File: config.mk
export PLATFORM = sky130hd
export DESIGN_NAME = sequential_divider
export DESIGN_NICKNAME = d
export VERILOG_FILES = /design/src/rtl/sequential_divider.sv
export SDC_FILE = /design/constraint.sdc
export NUM_CORES = 1
export LEC_CHECK = 0
export BUFFER_PORTS_ARGS = -buffer_cell sky130_fd_sc_hd__buf_2
export CAP_MARGIN = 25
export CORE_AREA = 2 2 170 172
export DETAILED_ROUTE_END_ITERATION = 10
export DIE_AREA = 0 0 172 174
export PLACE_DENSITY = 0.73
export SLEW_MARGIN = 30
export SYNTH_ARGS = -nofsm -noshare
export SYNTH_HDL_FRONTEND = slang
export SYNTH_SLANG_ARGS = --single-unit
File: constraint.sdc
create_clock -name clk -period 5 [get_ports clk]
set_input_delay 1 -clock clk [delete_from_list [all_inputs] [get_ports clk]]
set_output_delay 1 -clock clk [all_outputs]
set_load 0.05 [all_outputs]
File: src/rtl/sequential_divider.sv
// -----------------------------------------------------------------------------
// sequential_divider
//   Multi-cycle signed integer divider. Radix-2 restoring division on operand
//   magnitudes, one quotient bit per enabled cycle, followed by a sign-fix
//   cycle and a one-cycle done pulse.
//
// Ports
//   clk          rising-edge clock
//   reset        asynchronous active-low reset (0 = reset)
//   en           clock enable; 0 freezes every register and output
//   start        request, sampled only in IDLE while en=1
//   a, b         signed dividend / divisor, sampled with an accepted start
//   quotient     signed quotient, truncated toward zero
//   remainder    signed remainder, sign follows the dividend
//   busy         high from the cycle after acceptance until done
//   done         single-cycle pulse, results valid from this cycle
//   div_by_zero  set with done when b was 0
//   overflow     set with done when a was MIN and b was -1
// -----------------------------------------------------------------------------
module sequential_divider #(
    parameter int WIDTH = 32
) (
    input  logic             clk,
    input  logic             reset,
    input  logic             en,
    input  logic             start,
    input  logic [WIDTH-1:0] a,
    input  logic [WIDTH-1:0] b,
    output logic [WIDTH-1:0] quotient,
    output logic [WIDTH-1:0] remainder,
    output logic             busy,
    output logic             done,
    output logic             div_by_zero,
    output logic             overflow
);

    localparam int CNT_W = $clog2(WIDTH);
    localparam logic [WIDTH-1:0] MIN_VAL  = {1'b1, {(WIDTH-1){1'b0}}};
    localparam logic [WIDTH-1:0] ALL_ONES = {WIDTH{1'b1}};
    localparam logic [WIDTH-1:0] ZERO_VAL = {WIDTH{1'b0}};

    typedef enum logic [1:0] {
        ST_IDLE = 2'd0,
        ST_CALC = 2'd1,
        ST_FIX  = 2'd2,
        ST_DONE = 2'd3
    } state_t;

    state_t             state_r;
    logic [CNT_W-1:0]   cnt_r;
    logic [WIDTH-1:0]   q_r;        // dividend magnitude, shifted out as quotient bits come in
    logic [WIDTH-1:0]   r_r;        // partial remainder, always < |b| so WIDTH bits suffice
    logic [WIDTH:0]     mag_b_r;    // |b| with an extra bit so |MIN| is representable
    logic               sign_q_r;
    logic               sign_r_r;
    logic               dz_r;
    logic               ovf_r;

    logic [WIDTH:0]     shift_s;    // {R,Q} shifted left by one, upper part only
    logic               ge_s;       // trial subtraction does not go negative

    // Shifted partial remainder and trial-subtraction comparison for CALC.
    assign shift_s = {r_r, q_r[WIDTH-1]};
    assign ge_s    = (shift_s >= mag_b_r);

    // Control FSM, datapath and registered outputs.
    always_ff @(posedge clk or negedge reset) begin
        if (!reset) begin
            state_r     <= ST_IDLE;
            cnt_r       <= {CNT_W{1'b0}};
            q_r         <= ZERO_VAL;
            r_r         <= ZERO_VAL;
            mag_b_r     <= {(WIDTH+1){1'b0}};
            sign_q_r    <= 1'b0;
            sign_r_r    <= 1'b0;
            dz_r        <= 1'b0;
            ovf_r       <= 1'b0;
            quotient    <= ZERO_VAL;
            remainder   <= ZERO_VAL;
            busy        <= 1'b0;
            done        <= 1'b0;
            div_by_zero <= 1'b0;
            overflow    <= 1'b0;
        end else if (en) begin
            case (state_r)
                ST_IDLE: begin
                    done <= 1'b0;
                    if (start) begin
                        sign_q_r    <= a[WIDTH-1] ^ b[WIDTH-1];
                        sign_r_r    <= a[WIDTH-1];
                        // -MIN wraps to MIN, which read unsigned is exactly |MIN|.
                        q_r         <= a[WIDTH-1] ? -a : a;
                        r_r         <= ZERO_VAL;
                        mag_b_r     <= {1'b0, (b[WIDTH-1] ? -b : b)};
                        dz_r        <= (b == ZERO_VAL);
                        ovf_r       <= (a == MIN_VAL) && (b == ALL_ONES);
                        div_by_zero <= 1'b0;
                        overflow    <= 1'b0;
                        busy        <= 1'b1;
                        cnt_r       <= CNT_W'(WIDTH - 1);
                        state_r     <= (b == ZERO_VAL) ? ST_FIX : ST_CALC;
                    end
                end
                ST_CALC: begin
                    r_r <= WIDTH'(ge_s ? (shift_s - mag_b_r) : shift_s);
                    q_r <= {q_r[WIDTH-2:0], ge_s};
                    if (cnt_r == {CNT_W{1'b0}}) begin
                        state_r <= ST_FIX;
                    end else begin
                        cnt_r <= cnt_r - CNT_W'(1);
                    end
                end
                ST_FIX: begin
                    if (dz_r) begin
                        // No iterations ran, so q_r still holds |a| and this restores a.
                        quotient    <= ALL_ONES;
                        remainder   <= sign_r_r ? -q_r : q_r;
                        div_by_zero <= 1'b1;
                    end else if (ovf_r) begin
                        quotient    <= MIN_VAL;
                        remainder   <= ZERO_VAL;
                        overflow    <= 1'b1;
                    end else begin
                        quotient    <= sign_q_r ? -q_r : q_r;
                        remainder   <= sign_r_r ? -r_r : r_r;
                    end
                    state_r <= ST_DONE;
                end
                ST_DONE: begin
                    // The start input is not looked at here; it must be presented in IDLE.
                    done    <= 1'b1;
                    busy    <= 1'b0;
                    state_r <= ST_IDLE;
                end
                default: begin
                    state_r <= ST_IDLE;
                    busy    <= 1'b0;
                    done    <= 1'b0;
                end
            endcase
        end
    end

endmodule
==> results.md, run 1 <==
* Yosys warns at 0
* R2R setup slack at about 1.4 ns
* Setup_tns at 0 ns
* CP Cell Sequence: ha_1 > and4_1 > nand2_1 > o21ai_0 > nor3_2 > o31ai_2 > a21o_1 > a31o_2 > buf_4 > mux2i_1 > o21ai_1
* Most frequent cells in the layout: 226 x nand2_1, 173 x dfrtp_1, 162 x o21ai_0
* Commonest non-fill, non-tap cell in the layout: nand2_1
* Peak VDD IR at between 0.3 and 0.4 mV
* Final ANT Viol Nets at 0
* Bufs and invs on worst path at 1
* Clock Tree Buf Depth at 2
* CTS resizes at 0
* Dpl cell area at between 10000 and 15000 um2
* Synth cell types at between 70 and 80
* Fin crit share at a little over 70%
* Worst Hold Depth at 2
* Routed vias/inst at approximately 5.7
* Unrepaired setup endpoints after global routing: false
* Worst EP arrival at slightly below 4 ns
* Total core area at 28200 um2
* Area growth from synthesis to final layout at 11.9%
* Root Buffer: clkbuf_16
* Share of cells above drive strength 1 at ~14%
* Sequential fraction of the synthesis area at between 30% and 40%
* Nets at approximately 1700
* Total chip power at 10.8 mW
* Clock Latency Late Sink at between 0.4 and 0.5 ns
* Pwr dens at ~770 nW/um2
* Worst path max stage delay at between 0.5 and 0.6 ns
* # diodes at 0
* Final wirelength at around 35 mm
* Drt first pass iters at 6
* Syn Inst Count at 1506
* Dpl hpwl at ~26 mm
* Final Hold Vio Count at 0
* Num CTS Buffers at 17
* Status: finished clean
* Mean post-synth cell area at between 8 and 9 um2
* Setup WS pre-CTS at around 1.4 ns
* WS Path Type: reg2reg
* Rel. slew slack at a little over two fifths
* Synth top area cells: dfrtp_1 35%, xnor2_1 7.3%, nand2_1 6.8%
* Hold Crit Class: reg2reg
* Die Wd at approximately 170 um
* Critical path's top delay family: compound AO/OA/AOI/OAI gates
* Worst EP required at 5.30 ns
* Final setup fails at 0
* Clk sinks at about 180
* RD Place Congestion at about 0.95
* Synth top area share at between 30% and 40%
* Number of synthesized flops with an enable pin at 0
* DR iter-0 viols at slightly below 1000
* CP Launch Type: flip-flop
* Slew at the pin closest to its max-slew limit at approximately 0.86 ns
* Cell Area, Synth at ~12000 um2
* Fmax at about 280 MHz
* I/O pin total at around 140
* PortBufs at 135
* Pleak at between 6 and 7 nW
* Die Area at 29900 um2
* Clock Skew at roughly 0.013 ns
* Global-route wire length before repair at roughly 55 mm
* Cell Rows at between 60 and 70
* Register bit total from synthesis at 175
* Drt wl/cell at approximately 18 um
* Placed Cells at 1935
* FFs w/ async S/R, synth at 100%
* Area leader, netlist: dfrtp_1
* H-Tree Depth at 4
* Final WS setup at between 1 and 1.5 ns
* Syn Nets at between 1500 and 2000
* Vias in the first global route at between 10000 and 15000
* Crit path launch: r_r[11]$_DFFE_PN0P_
* Final Critical Period at 3.60 ns
* CP max FO at 19
* Worst path slowest cell: a31o_2
* Max cap viols at 0
* R2R depth at 11
* Largest net degree at the start of global routing at between 80 and 90
* Reg-to-Reg End: r_r[17]$_DFFE_PN0P_
* Postcts setup bufs at 0
* CTS tree: done
* Fin cells at approximately 2000
* Initial antenna violation count at 2
* Max Slew Vio Count at 0
* Stages on worst setup path at 11
* Via count at between 10000 and 15000
* GRT Util Overall at a little under a quarter
* Drt drc at 0
* Die H at 174 um
* Total grt overflow at 0
* CP endpoint: r_r[17]$_DFFE_PN0P_
* Cts hold-fix bufs at 0
* Crit. End Element: flip-flop
* Starting Density at 44.2%
* Post-route cell area at around 14000 um2
* Ys flop type: dfrtp_1
* Worst hold margin at 0.476 ns
* Clock slew at reported path FFs at roughly 0.07 ns
* Final Util at roughly 50%
* Reg2reg start: r_r[11]$_DFFE_PN0P_
power breakdown:
group	switching, mW	leakage (nW)	total (mW)	internal, mW
combinational	4.13	3.83	6.60	2.48
sequential	0.779	2.20	2.79	2.01
clock	0.625	0.294	1.43	0.807
sequential cells by signal, indices dropped and copies added, names as in the netlist:
name         count
sign_r_r         1
overflow         1
quotient        32
state_r          2
ovf_r            1
done             1
mag_b_r         32
busy             1
sign_q_r         1
r_r             32
div_by_zero      1
dz_r             1
remainder       32
cnt_r            5
q_r             32
synth_stat cells, drive strengths merged, types with 20 or more instances:
master and instances:
inv 56, xor2 78, ha 43, buf 20, dfrtp 175, nand3 31
a21o 22, o31ai 41, a22oi 39, nand2 229, clkbuf 81, o21ai 194
nor3 20, xnor2 104, mux2i 30, a21oi 83, nor2 75
cell type report:
class / instances / area (um2)
inverter: 56 / 210
fill: 2804 / 14300
tap: 384 / 480
clock inverter: 14 / 199
sequential: 175 / 4380
clock buffer: 18 / 429
timing repair buffer: 146 / 764
multi-input combinational: 1174 / 7510
kinds of logic after synthesis:
logic type,Yosys count,share of synthesized area [%]
flip-flops,175,35.1
multiplexers,33,2.71
adder cells (fa/ha/maj),44,4.47
buffers and inverters,157,5.02
XOR/XNOR,182,12.8
AND/OR/NAND/NOR,465,17.7
AO/OA/AOI/OAI,450,22.3
how the worst min path moves through the flow:
stage	slack, ns	end	start
floorplan	0.45	mag_b_r[10]$_DFFE_PN0P_	mag_b_r[10]$_DFFE_PN0P_
global placement	0.46	quotient[11]$_DFFE_PN0P_	quotient[11]$_DFFE_PN0P_
detailed placement	0.47	remainder[17]$_DFFE_PN0P_	remainder[17]$_DFFE_PN0P_
CTS	0.48	remainder[17]$_DFFE_PN0P_	remainder[17]$_DFFE_PN0P_
global route	0.50	remainder[20]$_DFFE_PN0P_	remainder[20]$_DFFE_PN0P_
finish	0.48	remainder[20]$_DFFE_PN0P_	remainder[20]$_DFFE_PN0P_
worst register-to-register path: stages, from the launching register on:
cell	delay (ns)
dfrtp_1	0.47
ha_1	0.45
and4_1	0.27
nand2_1	0.06
o21ai_0	0.30
nor3_2	0.13
o31ai_2	0.31
a21o_1	0.21
a31o_2	0.56
buf_4	0.39
mux2i_1	0.24
o21ai_1	0.08
layer usage:
| layer | part of all wire (%) | vias up | GRT usage [%] |
|---|---|---|---|
| met4 | 3.1 | 2 | 8.44 |
| met1 | 47 | 5296 | 34.8 |
| met5 | 0.038 | - | 0 |
| met3 | 6.8 | 51 | 3.30 |
| li1 | - | 5422 | - |
| met2 | 43 | 433 | 34.1 |
Power figures use the tool's default switching activity.
==> run 2, diff against run 1 <==
==> constraint.sdc (replaced) <==
create_clock -name clk -period 3.5 [get_ports clk]
set_input_delay 0.7 -clock clk [delete_from_list [all_inputs] [get_ports clk]]
set_output_delay 0.7 -clock clk [all_outputs]
set_load 0.05 [all_outputs]
==> results.md, run 2 (same netlist as run 1, synthesis figures left out) <==
* Status: finished clean
* Rel. slew slack at 52.7% (+9.9 points)
* Fmax at 297 MHz (+7.1%)
* Clock slew at reported path FFs at 0.07 ns (about the same)
* GRT Util Overall at 23.6% (+0.30 points)
* DR iter-0 viols at 1052 (+7.5%)
* CP Cell Sequence: ha_1 > a21o_1 > a221o_1 > a2111o_1 > nor3_4 > o31ai_2 > a21o_1 > a31o_2 > buf_4 > mux2i_1 > o21ai_1
* Crit. End Element: flip-flop
* Initial antenna violation count at 1 (-1)
* Worst EP arrival at 3.68 ns (-0.22 ns)
* Final Critical Period at 3.36 ns (-0.238 ns)
* Clock Skew at 0.0132 ns (+0.000436 ns)
* Starting Density at 44.2% (unchanged)
* Die Wd at 172 um (unchanged)
* Cts hold-fix bufs at 0 (unchanged)
* PortBufs at 135 (unchanged)
* Worst EP required at 3.81 ns (-1.49 ns)
* Most frequent CP cell: a21o_1
* Fin crit share at 96.1% (+24 points)
* H-Tree Depth at 4 (unchanged)
* Pleak at 6.50 nW (+2.8%)
* Final setup fails at 0 (unchanged)
* Final ANT Viol Nets at 0 (unchanged)
* Commonest non-fill, non-tap cell in the layout: nand2_1
* Total grt overflow at 0 (unchanged)
* Routed vias/inst at 5.63 (-1.2%)
* Root Buffer: clkbuf_16
* Total core area at 28200 um2 (unchanged)
* CP Launch Type: flip-flop
* CTS tree: done
* Max Slew Vio Count at 0 (unchanged)
* Share of cells above drive strength 1 at 15.6% (+1.7 points)
* Vias in the first global route at 10200 (+0.45%)
* WS Path Type: reg2reg
* Clock Tree Buf Depth at 2 (unchanged)
* Final wirelength at 35.0 mm (+1.2%)
* Peak VDD IR at 0.514 mV (+54%)
* Worst path slowest cell: dfrtp_1
* Area growth from synthesis to final layout at 14.2%
* Dpl cell area at 13600 um2 (+2.0%)
* Final Hold Vio Count at 0 (unchanged)
* Most frequent cells in the layout: 226 x nand2_1, 173 x dfrtp_1, 162 x o21ai_0
* Largest net degree at the start of global routing at 129 (+48%)
* Die Area at 29900 um2 (unchanged)
* Dpl hpwl at 26.8 mm (+3.7%)
* RD Place Congestion at 0.957 (+1.3%)
* CP max FO at 15 (-4)
* Num CTS Buffers at 17 (unchanged)
* I/O pin total at 136 (unchanged)
* Cell Rows at 62 (unchanged)
* Drt wl/cell at 17.5 um (-0.45%)
* Clock Latency Late Sink at 0.45 ns (about the same)
* Drt first pass iters at 5 (-1)
* Max cap viols at 0 (unchanged)
* Pwr dens at 1110 nW/um2 (+43%)
* Postcts setup bufs at 0 (unchanged)
* Worst path max stage delay at 0.44 ns (-0.12 ns)
* Slew at the pin closest to its max-slew limit at 0.706 ns (-0.150 ns)
* Die H at 174 um (unchanged)
* Drt drc at 0 (unchanged)
* Total chip power at 15.8 mW (+46%)
* Clk sinks at 175 (unchanged)
* Via count at 11300 (+0.45%)
* Nets at 1713 (+1.8%)
* Hold Crit Class: in2async
* Global-route wire length before repair at 55.5 mm (+0.43%)
* Post-route cell area at 14300 um2 (+2.0%)
==> run 2: changes by cell type in the layout (fill, tap and decap cells not counted), moves of 2 or more <==
| cell | change |
|---|---|
| buf_4 | +29 |
| clkinvlp_4 | -3 |
| inv_6 | +2 |
| buf_12 | +2 |
| inv_8 | -2 |
==> run 2: repair_timing <==
action / in CTS / in global routing
resized for setup: 0 / 1
endpoints found under the setup margin: 0 / 9
hold endpoints to repair: 0 / 0
==> run 2: final cells by class <==
class                   instances  area, um2
diodes                          1       2.50
clock buffers                  19        443
clock inverters                13        199
fillers                      2747      14000
inverters                      56        210
multi-input cells            1174       7520
flip-flops and latches        175       4380
well taps                     384        480
repair buffers                177       1020
==> run 2: metrics by stage <==
stage               setup TNS, ns  cells  utilization, %  hold slack (ns)  setup WS, ns
floorplan                       0   1506               -            0.404         0.553
global placement                0   1966            48.2            0.455         0.294
detailed placement              0   1966            48.2            0.465         0.164
CTS                             0   1998            50.5            0.215         0.141
global route              -0.0665   1998            50.5            0.226       -0.0255
finish                          0   1999            50.5            0.195         0.136
==> run 2: path summary, 6_finish.rpt <==
kind,startpoint,cells past startpoint,slack (ns),to
hold / removal,reset,1,0.19,state_r[1]$_DFFE_PN0P_
max in group asynchronous,reset,2,2.43,quotient[2]$_DFFE_PN0P_
setup / recovery,r_r[9]$_DFFE_PN0P_,11,0.14,r_r[2]$_DFFE_PN0P_
hold reg to reg,quotient[1]$_DFFE_PN0P_,2,0.47,quotient[1]$_DFFE_PN0P_
min in group clk,quotient[1]$_DFFE_PN0P_,2,0.47,quotient[1]$_DFFE_PN0P_
setup reg to reg,r_r[9]$_DFFE_PN0P_,11,0.14,r_r[2]$_DFFE_PN0P_
==> run 2: per-layer routing <==
metal  vias to the layer above  track usage (%)  share of wire (%)
met5                         -                0                  0
met4                         0             7.14                2.4
met3                        54             3.62                6.8
met2                       406             35.7                 44
met1                      5303             34.7                 47
li1                       5491                -                  -
==> run 2: report_power, final <==
part | switching [mW] | internal, mW | leakage (nW) | total [mW]
Clock | 0.887 | 1.23 | 0.313 | 2.12
Combinational | 6.05 | 3.74 | 3.99 | 9.79
Sequential | 0.988 | 2.87 | 2.20 | 3.86
==> run 2: worst max-delay path, delay by kind of cell (launching register included) <==
family,cells,cell delay [ns]
compound gates,7,1.78
flops,1,0.44
fa+ha+maj,1,0.41
buf+inv,1,0.24
simple gates,1,0.19
mux,1,0.18
==> run 3, diff against run 2 <==
==> constraint.sdc (replaced) <==
create_clock -name clk -period 4.21 [get_ports clk]
set_input_delay 0.842 -clock clk [delete_from_list [all_inputs] [get_ports clk]]
set_output_delay 0.842 -clock clk [all_outputs]
set_load 0.05 [all_outputs]
==> results.md, run 3 (same netlist as run 1, synthesis figures left out) <==
* Via count at 11100 (-1.6%)
* Pleak at 6.33 nW (-2.5%)
* Hold Crit Start: quotient[2]$_DFFE_PN0P_
* Final setup fails at 0 (unchanged)
* Worst EP arrival at 3.84 ns (+0.16 ns)
* RD Place Congestion at 0.942 (-1.6%)
* WS Path Type: reg2reg
* Routed vias/inst at 5.63 (about the same)
* Vias in the first global route at 10300 (+0.88%)
* Root Buffer: clkbuf_16
* Worst Hold End: quotient[2]$_DFFE_PN0P_
* R2R setup slack at 0.72 ns (+0.58 ns)
* R2R depth at 11 (unchanged)
* CP Cell Sequence: ha_1 > and2_1 > a221o_1 > a2111o_1 > nor3_2 > o31ai_2 > a21o_1 > a31o_2 > buf_12 > o2bb2a_1 > o21ai_0
* Rel. slew slack at 38.1% (-15 points)
* Final Critical Period at 3.49 ns (+0.126 ns)
* Drt wl/cell at 17.6 um (+0.71%)
* Die Wd at 172 um (unchanged)
* Reg2reg start: r_r[11]$_DFFE_PN0P_
* Clock slew at reported path FFs at 0.07 ns (about the same)
* Placed Cells at 1937 (-1.5%)
* Cell Rows at 62 (unchanged)
* Int Power at 6.25 mW (-20%)
* Peak VDD IR at 0.417 mV (-19%)
* Dpl hpwl at 26.2 mm (-2.2%)
* Final Hold Vio Count at 0 (unchanged)
* Initial antenna violation count at 1 (unchanged)
* Total grt overflow at 0 (unchanged)
* Pwr dens at 914 nW/um2 (-17%)
* CP Launch Type: flip-flop
* Total core area at 28200 um2 (unchanged)
* Drt drc at 0 (unchanged)
* Clk sinks at 175 (unchanged)
* Status: finished clean
* Seq pwr share at 26.4% (+1.9 points)
* Slew at the pin closest to its max-slew limit at 0.929 ns (+0.222 ns)
* Hold Crit Class: reg2reg
* Num CTS Buffers at 17 (unchanged)
* DR iter-0 viols at 796 (-24%)
* Clock Tree Buf Depth at 2 (unchanged)
* Nets at 1684 (-1.7%)
* PortBufs at 135 (unchanged)
* Worst path slowest cell: dfrtp_1
* CTS tree: done
* Share of cells above drive strength 1 at 14.1% (-1.4 points)
* Reg-to-Reg End: r_r[28]$_DFFE_PN0P_
* CP max FO at 20 (+5)
* Largest net degree at the start of global routing at 100 (-22%)
* Sw frac at 51.1% (+0.79 points)
* Clock Latency Late Sink at 0.44 ns (about the same)
* Area growth from synthesis to final layout at 12.0%
* Global-route wire length before repair at 55.5 mm (about the same)
* H-Tree Depth at 4 (unchanged)
* Crit. End Element: flip-flop
* Sw power at 6.53 mW (-18%)
* Max Slew Vio Count at 0 (unchanged)
* Starting Density at 44.2% (unchanged)
* Max cap viols at 0 (unchanged)
* Worst Hold Depth at 2
* Final ANT Viol Nets at 0 (unchanged)
* Worst path max stage delay at 0.47 ns (+0.03 ns)
* Drt first pass iters at 7 (+2)
* Commonest non-fill, non-tap cell in the layout: nand2_1
* Fin cells at 1969 (-1.5%)
* Unrepaired setup endpoints after global routing: false
* Clock Skew at 0.0103 ns (-0.00294 ns)
* Die Area at 29900 um2 (unchanged)
* Fin crit share at 82.9% (-13 points)
* Fmax at 287 MHz (-3.6%)
* GRT Util Overall at 23.4% (-0.15 points)
* Die H at 174 um (unchanged)
* Cts hold-fix bufs at 0 (unchanged)
* Clk pwr share at 12.9% (-0.6 points)
* Final wirelength at 34.7 mm (-0.80%)
* Postcts setup bufs at 0 (unchanged)
* Worst EP required at 4.56 ns (+0.75 ns)
* # diodes at 0 (-1)
* I/O pin total at 136 (unchanged)
* CTS resizes at 0 (unchanged)
* Comb pwr share at 60.7% (-1.4 points)
* Setup_tns at 0 ns (unchanged)
* Most frequent cells in the layout: 226 x nand2_1, 172 x dfrtp_1, 162 x o21ai_0
run 3: final cells by class:
| cell class | count | area (um2) |
|---|---|---|
| Clock buffer | 17 | 425 |
| Clock inverter | 15 | 170 |
| Timing Repair Buffer | 148 | 807 |
| Inverter | 56 | 210 |
| Tap cell | 384 | 480 |
| Fill cell | 2743 | 14200 |
| Multi-Input combinational cell | 1174 | 7510 |
| Sequential cell | 175 | 4380 |
run 3: worst max-delay path, delay by kind of cell (launching register included):
family | cells | cell delay, ns
AOI/OAI and AO/OA | 7 | 1.85
adders and majority gates | 1 | 0.42
buffers and inverters | 1 | 0.25
DFF | 1 | 0.47
and+or+nand+nor | 2 | 0.41
run 3: worst max-delay path by stage:
| stage | to | start | slack [ns] | cells past startpoint |
|---|---|---|---|---|
| 3_3_place_gp | r_r[28]$_DFFE_PN0P_ | r_r[11]$_DFFE_PN0P_ | 0.87 | 11 |
| 3_5_place_dp | r_r[28]$_DFFE_PN0P_ | r_r[11]$_DFFE_PN0P_ | 0.76 | 11 |
| 6_report | r_r[28]$_DFFE_PN0P_ | r_r[11]$_DFFE_PN0P_ | 0.72 | 11 |
| 4_1_cts | r_r[28]$_DFFE_PN0P_ | r_r[11]$_DFFE_PN0P_ | 0.74 | 11 |
| 5_1_grt | r_r[28]$_DFFE_PN0P_ | r_r[11]$_DFFE_PN0P_ | 0.54 | 11 |
| 2_1_floorplan | q_r[17]$_DFFE_PN0P_ | a[8] | 1.22 | 8 |
run 3: power groups by stage:
stage                     logic (mW)  clock network, mW  registers, mW
final                           7.75               1.65           3.38
after global routing            8.50               1.73           3.48
after CTS                       7.70               1.67           3.35
after detailed placement        7.67                  0           3.38
after floorplan                 5.32                  0           3.82
after global placement          7.57                  0           3.34
run 3: through the flow:
| stage | hold WS [ns] | power (mW) | setup WS (ns) | utilization [%] | instance area (um2) |
|---|---|---|---|---|---|
| 2_1_floorplan | 0.450 | 9.13 | 1.22 | - | 12500 |
| 3_3_place_gp | 0.456 | 10.9 | 0.866 | 47.4 | 13400 |
| 3_5_place_dp | 0.466 | 11.1 | 0.761 | 47.4 | 13400 |
| 4_1_cts | 0.481 | 12.7 | 0.741 | 49.5 | 14000 |
| 5_1_grt | 0.500 | 13.7 | 0.541 | 49.5 | 14000 |
| 6_report | 0.471 | 12.8 | 0.720 | 49.5 | 14000 |
run 3: routing by layer:
layer | wire length [um] | part of all wire [%] | global-route usage, %
met5 | 13 | 0.037 | 0
met4 | 1010 | 2.9 | 8.65
met3 | 2070 | 6.0 | 3.26
met2 | 15000 | 43 | 34.8
met1 | 16600 | 48 | 34.7
